## config.mk

```make
export PLATFORM = sky130hd
export DESIGN_NAME = if_pc_sel
export DESIGN_NICKNAME = d
export VERILOG_FILES = /design/src/rtl/if_pc_sel.sv
export SDC_FILE = /design/constraint.sdc
export NUM_CORES = 1
export LEC_CHECK = 0
export CAP_MARGIN = 5
export CORE_AREA = 2 2 226 228
export CTS_CLUSTER_DIAMETER = 80
export DETAILED_ROUTE_END_ITERATION = 7
export DIE_AREA = 0 0 228 230
export SETUP_SLACK_MARGIN = 0.15
export SYNTH_ARGS = -nofsm -noshare
export SYNTH_HDL_FRONTEND = slang
export SYNTH_SLANG_ARGS = --single-unit
```

## constraint.sdc

```tcl
create_clock -name clk -period 3.55 [get_ports clk]
set_input_delay 0.8875 -clock clk [delete_from_list [all_inputs] [get_ports clk]]
set_output_delay 0.8875 -clock clk [all_outputs]
set_load 0.02 [all_outputs]
```

## src/rtl/if_pc_sel.sv

```systemverilog
// Fetch-stage next-PC generator for a 2-wide front end: holds the fetch PC and picks the next PC.
// Latency: outputs are combinational from the PC register; the PC updates on the next clk edge.
// Backpressure: ID_stall holds the presented group steady until decode accepts it.
//
// Ports:
//   clk, reset         clock; synchronous active-high reset
//   Imem_valid         I-cache data for Imem_addr is present this cycle
//   ID_stall           decode cannot take the current fetch group
//   ROB_mispredict     redirect request; ROB_target_pc is the corrected PC
//   BP_ptaken          per-slot taken bit from the combinational predictor
//   BP_paddress        per-slot predicted target, slot k at [64*k +: 64]
//   Imem_addr          8-byte aligned fetch address
//   IF_PC, IF_NPC      per-slot PC and PC+4; IF_NPC feeds the predictor
//   IF_valid           per-slot valid to decode
//   fetch_cnt          instructions accepted by decode (saturating)
//   redirect_cnt       mispredict redirects taken (saturating)
module if_pc_sel #(
    parameter int          SCALAR   = 2,
    parameter logic [63:0] RESET_PC = 64'h0,
    parameter int          CNT_W    = 32
) (
    input  logic                     clk,
    input  logic                     reset,
    input  logic                     Imem_valid,
    input  logic                     ID_stall,
    input  logic                     ROB_mispredict,
    input  logic [63:0]              ROB_target_pc,
    input  logic [SCALAR-1:0]        BP_ptaken,
    input  logic [64*SCALAR-1:0]     BP_paddress,
    output logic [63:0]              Imem_addr,
    output logic [64*SCALAR-1:0]     IF_PC,
    output logic [64*SCALAR-1:0]     IF_NPC,
    output logic [SCALAR-1:0]        IF_valid,
    output logic [CNT_W-1:0]         fetch_cnt,
    output logic [CNT_W-1:0]         redirect_cnt
);

    localparam logic [1:0] ST_RUN      = 2'd0;
    localparam logic [1:0] ST_WAIT_MEM = 2'd1;
    localparam logic [1:0] ST_REDIRECT = 2'd2;

    logic [1:0]  state;
    logic [1:0]  state_nxt;
    logic [63:0] pc;
    logic [63:0] pc_nxt;
    logic [63:0] pc_seq;
    logic [63:0] bp_tgt0;
    logic [63:0] bp_tgt1;
    logic        slot1_vld;
    logic        slot2_vld;
    logic        advance;
    logic [1:0]  grp_cnt;
    logic [CNT_W:0]   fetch_sum;
    logic [CNT_W:0]   redirect_sum;
    logic [CNT_W-1:0] fetch_cnt_nxt;
    logic [CNT_W-1:0] redirect_cnt_nxt;

    assign bp_tgt0 = BP_paddress[63:0];
    assign bp_tgt1 = BP_paddress[127:64];

    // Sequential fetch moves to the next aligned 8-byte group; the carry
    // out of bit 63 is dropped so the PC wraps naturally.
    assign pc_seq = {pc[63:3] + 61'd1, 3'b000};

    // Reset gates the valids so nothing leaks to decode during a reset cycle.
    // An odd PC (pc[2]=1) is a single-instruction group, and a taken slot1
    // kills slot2 because slot2 lies on the wrong path.
    assign slot1_vld = ~reset & (state == ST_RUN) & Imem_valid;
    assign slot2_vld = slot1_vld & ~pc[2] & ~BP_ptaken[0];
    assign advance   = slot1_vld & ~ID_stall;
    assign grp_cnt   = {1'b0, slot1_vld} + {1'b0, slot2_vld};

    always_comb begin
        state_nxt = state;
        pc_nxt    = pc;

        case (state)
            ST_RUN:      if (!Imem_valid) state_nxt = ST_WAIT_MEM;
            // The returning-data cycle is spent re-entering RUN; the group
            // is presented on the following cycle.
            ST_WAIT_MEM: if (Imem_valid) state_nxt = ST_RUN;
            ST_REDIRECT: state_nxt = ST_RUN;
            default:     state_nxt = ST_RUN;
        endcase

        if (advance) begin
            if (BP_ptaken[0]) begin
                pc_nxt = bp_tgt0;
            end else if (slot2_vld && BP_ptaken[1]) begin
                pc_nxt = bp_tgt1;
            end else begin
                pc_nxt = pc_seq;
            end
        end

        // A redirect beats both advance and any stall or memory wait.
        if (ROB_mispredict) begin
            pc_nxt    = ROB_target_pc;
            state_nxt = ST_REDIRECT;
        end
    end

    // Counters are one bit wider internally so overflow can be detected
    // and clamped to all-ones.
    assign fetch_sum    = {1'b0, fetch_cnt} + {{(CNT_W-1){1'b0}}, grp_cnt};
    assign redirect_sum = {1'b0, redirect_cnt} + {{CNT_W{1'b0}}, 1'b1};

    always_comb begin
        fetch_cnt_nxt    = fetch_cnt;
        redirect_cnt_nxt = redirect_cnt;
        // An accepted group is counted even when a redirect wins the PC.
        if (advance) begin
            fetch_cnt_nxt = fetch_sum[CNT_W] ? {CNT_W{1'b1}} : fetch_sum[CNT_W-1:0];
        end
        if (ROB_mispredict) begin
            redirect_cnt_nxt = redirect_sum[CNT_W] ? {CNT_W{1'b1}} : redirect_sum[CNT_W-1:0];
        end
    end

    always_ff @(posedge clk) begin
        if (reset) begin
            state        <= ST_RUN;
            pc           <= RESET_PC;
            fetch_cnt    <= '0;
            redirect_cnt <= '0;
        end else begin
            state        <= state_nxt;
            pc           <= pc_nxt;
            fetch_cnt    <= fetch_cnt_nxt;
            redirect_cnt <= redirect_cnt_nxt;
        end
    end

    assign Imem_addr = {pc[63:3], 3'b000};
    assign IF_PC     = {pc + 64'd4, pc};
    assign IF_NPC    = {pc + 64'd8, pc + 64'd4};
    assign IF_valid  = {slot2_vld, slot1_vld};

endmodule
```

After elaboration in Yosys (flattened, before gate mapping):

Index checks and enable logic that the tools add are counted.

* register bits: 130
* output and inout bits: 386
* word-level logic and storage cells: 41
* input port bits: 199

* eq/ne operators: 5
* bitwise logic cells: 9
* add/sub/neg operators: 6
* mux-type cells: 10
* reductions and logical operators: 6

Operator list (number)
* two-way mux 64 bit: 4
* adder 64 x 3 -> 64 bit (second input constant): 1
* adder 64 x 4 -> 64 bit (second input constant): 1
* two-way mux 32 bit: 2
* adder 61 x 1 -> 61 bit (second input constant): 1
* adder 32 x 1 -> 33 bit (second input constant): 1
* adder 32 x 2 -> 33 bit: 1
* two-way mux 2 bit: 3
* inequality test 3 bit (second input constant): 2
* bitwise AND 1 bit: 5
* inequality test 2 bit (second input constant): 2
* NOT 1 bit: 4
* one-hot mux 2 bit (2 select lines): 1
* AND reduction 2 bit: 2
* adder 1 x 1 -> 2 bit: 1
* equality test 2 x 1 -> 1 bit (second input constant): 1
* zero test 2 bit: 1
* nonzero test 2 bit: 1
* OR reduction 2 bit: 1
* logical AND 1 bit: 1

Longest topological paths before layout:

* depth in word-level cells: 10
* gate-level depth with buffers: 14
* depth with buffers taken out: 13

Worst setup path before layout:

OpenSTA, ideal clock, no wires.

* path kind: reg-to-output
* start: reg pc[10]
* end: out IF_PC[116]
* slack: -0.058 ns
* data arrival time: 2.720 ns
* stages on the path, launching flop included: 10
* required time: 2.663 ns
* path through: dfxtp_1 -> buf_2 -> nand3_2 -> nor4_2 -> buf_4 -> and2_1 -> nand2_1 -> or4_1 -> xnor2_1 -> buf_4

* word-level cells in the longest chain between the ends: 1

Ends and longest elaborated chain
* start, declared: RTL line 44 `logic [63:0] pc;`
* start signal, assigned: RTL line 128 `pc <= pc_nxt;`
* adder 64 x 3 -> 64 bit
* end, declared: RTL line 31 `output logic [64*SCALAR-1:0] IF_PC,`

Every way passes these cells.

Final worst setup path:

* start: reg pc[3]
* end: out IF_PC[127]

* word-level cells in the longest chain between the ends: 1

Ends and longest elaborated chain
* adder 64 x 3 -> 64 bit: RTL line 135 `assign IF_PC = {pc + 64'd4, pc};`

Every way passes these cells.

==> impl_metrics.env <==
export IMPL_areaGrowthSynthToFinish_pct=92.88
export IMPL_cts_tree="done"
export IMPL_hp_class="reg -> reg"
export IMPL_relSlewSlack_pct=29.10
export IMPL_post_synth_top_area_fraction_pct=24.65
export IMPL_drive_above_1_share_pct=35.43
export IMPL_place_gp_congestion=1.006
export IMPL_min_period_ps=3488
export IMPL_mostFrequentLayoutCells="clkdlybuf4s50_1 (412), buf_4 (317), a21oi_1 (126), nand2_1 (94), dfxtp_1 (87)"
export IMPL_setup_viol=0
export IMPL_postPlaceCellArea_sq_um=17840
export IMPL_fmax_mhz=286.7
export IMPL_cts_max_level=4
export IMPL_path_clk_slew_ps=70
export IMPL_numPortBuffers=581
export IMPL_path_class="reg -> out"
export IMPL_cp_start_kind="flip-flop"
export IMPL_viasPerCell=4.984
export IMPL_p_comb_share_pct=35.6
export IMPL_clock_sinks=130
export IMPL_grt_pass1_wl_mm=95.93
export IMPL_crit_fanout=8
export IMPL_layout_commonest_cell="clkdlybuf4s50_1"
export IMPL_finalSetupTns_ps=0
export IMPL_root_buffer="clkbuf_16"
export IMPL_crit_path_end_kind="primary output"
export IMPL_wire_per_inst_um=24.55
export IMPL_antenna_found_initial=20
export IMPL_fin_ws_ps=61.77
export IMPL_rsz0062_at_grt="true"
export IMPL_nNetsFinal=2286
export IMPL_drtIter0Drc=1043
export IMPL_p_switching_uw=1836
export IMPL_drt_pass1_iter_count=5
export IMPL_outcome="complete, no violations"
export IMPL_routed_wl_mm=68.05
export IMPL_ys_warn_count=0
export IMPL_min_period_over_period_pct=98.26
export IMPL_grt_pass1_vias=13723
export IMPL_synth_edf_count=0
export IMPL_core_area_sq_um=49860
export IMPL_rows=82
export IMPL_p_seq_share_pct=30.6
export IMPL_grt_overflow=0
export IMPL_grt_util_all_layers_pct=24.69
export IMPL_fin_skew_ps=9.648
export IMPL_dieArea_sq_um=52440
export IMPL_p_clk_share_pct=33.8
export IMPL_ir_worst_vdd_v=0.0002359
export IMPL_arrival_ps=2600
export IMPL_final_util_pct=40.84
export IMPL_async_flop_share_pct=0
export IMPL_syn_area_per_cell_sq_um=7.489
export IMPL_max_clock_path_buffers=2
export IMPL_syn_inst=1410
export IMPL_worst_slew_pin_slew_ps=1062
export IMPL_stdcell_area_sq_um=20370
export IMPL_ys_flop_type="dfxtp_1"
export IMPL_max_cap_violations=0
export IMPL_die_x_um=228
export IMPL_p_per_area_nw_per_um2=256.0
export IMPL_dr_total_vias=13816
export IMPL_synth_area_leaders="dfxtp_1 (25%), buf_4 (9.7%), xnor2_1 (7.5%)"
export IMPL_hpwl_mm=53.31
export IMPL_route_detailed_drc=0
export IMPL_clock_latency_ps=450
export IMPL_drv_slew=0
export IMPL_initial_core_util_pct=21.18
export IMPL_ant_nets=0
export IMPL_ios=585
export IMPL_p_sw_share_pct=35.22
export IMPL_netlist_top_cell_by_area="dfxtp_1"
export IMPL_grt_max_degree=71
export IMPL_pre_cts_ws_ps=-272.8
export IMPL_yosysSeqAreaShare_pct=24.65
export IMPL_leakage_uw=0.008537
export IMPL_required_ps=2660
export IMPL_cts_buffers=17
export IMPL_fp_dieH_um=230
export IMPL_hold_violations=0
export IMPL_yosysUniqueCellTypes=79
export IMPL_total_power_uw=5213
export IMPL_synth_seq_cells=130
export IMPL_syn_area_sq_um=10560
export IMPL_p_int_uw=3377
[stage by stage]
stage          std cells  hold slack, ps
4_1_cts             2716           525.2
3_5_place_dp        2659           513.1
6_report            2772           531.0
5_1_grt             2769           555.4
3_3_place_gp        2659           492.4
2_1_floorplan       1412           479.9
[power groups by stage]
stage,logic [uW],registers (uW),clock network [uW]
after floorplan,790,1670,0
after global placement,1790,1610,0
after detailed placement,1790,1610,0
after CTS,1790,1590,1800
after global routing,1930,1600,1860
final,1850,1600,1760
[registers in the layout, indices dropped and copies added, names as in the netlist]
name and cells:
state 2, pc 64, redirect_cnt 32, fetch_cnt 32
[path summary, 6_finish.rpt]
kind	end	cells after the start	startpoint	slack, ps
max	IF_PC[127]	9	pc[3]	60
min	redirect_cnt[0]	1	redirect_cnt[0]	530
max reg2reg	pc[34]	8	pc[2]	720
min reg2reg	redirect_cnt[0]	1	redirect_cnt[0]	530
[critical path, cell delays in order, from the launching register on]
cell,delay (ps)
dfxtp_4,380
ha_4,150
and4_4,260
nand2_4,70
or3_4,370
buf_12,160
nor4_4,270
xor2_1,220
buf_4,140
buf_6,110
[synth_stat cells, drive strengths merged, types with 22 or more instances]
cell type  instances
a21oi            127
nor3              42
nand4             62
a22oi             29
nand2            107
nor2             104
and4              22
buf              184
inv               36
nor4              28
xor2              76
nand3             67
xnor2             91
clkbuf            64
dfxtp            130
o21ai             44
[per-layer routing]
layer / vias to the layer above / share of wire (%) / wire (um) / track usage, %
met5: - / 0.26 / 176 / 0
met4: 26 / 3.2 / 2161 / 7.802
li1: 6251 / - / - / -
met3: 117 / 7.9 / 5400 / 7.354
met1: 6738 / 41 / 27930 / 30.16
met2: 684 / 48 / 32380 / 41.58
[cell families after synthesis]
family,after synthesis,share of synthesized area (%)
xor+xnor,167,13.92
mux,6,0.5688
buf+inv,285,15.43
flops,130,24.65
simple gates,502,25.45
compound gates,314,19.28
fa+ha+maj,5,0.6636
other cells,1,0.03552
[area by class of cell]
| class | instances | area [sq um] |
|---|---|---|
| sequential | 130 | 2691 |
| inverter | 37 | 138.9 |
| tap | 672 | 840.8 |
| antenna | 6 | 15.01 |
| clock buffer | 20 | 446.7 |
| multi-input combinational | 997 | 7838 |
| timing repair buffer | 899 | 8289 |
| fill | 5066 | 29500 |
| clock inverter | 11 | 106.4 |
[timing repair]
item                                    4_1_cts  5_1_grt
hold buffers                                  0        0
gates resized for setup                     783      213
buffers inserted                             26       50
endpoints found under the setup margin      160      135
pin swaps                                    44       64
endpoints found under the hold margin         0        0
Note: power is estimated with default switching activity, not from simulation.
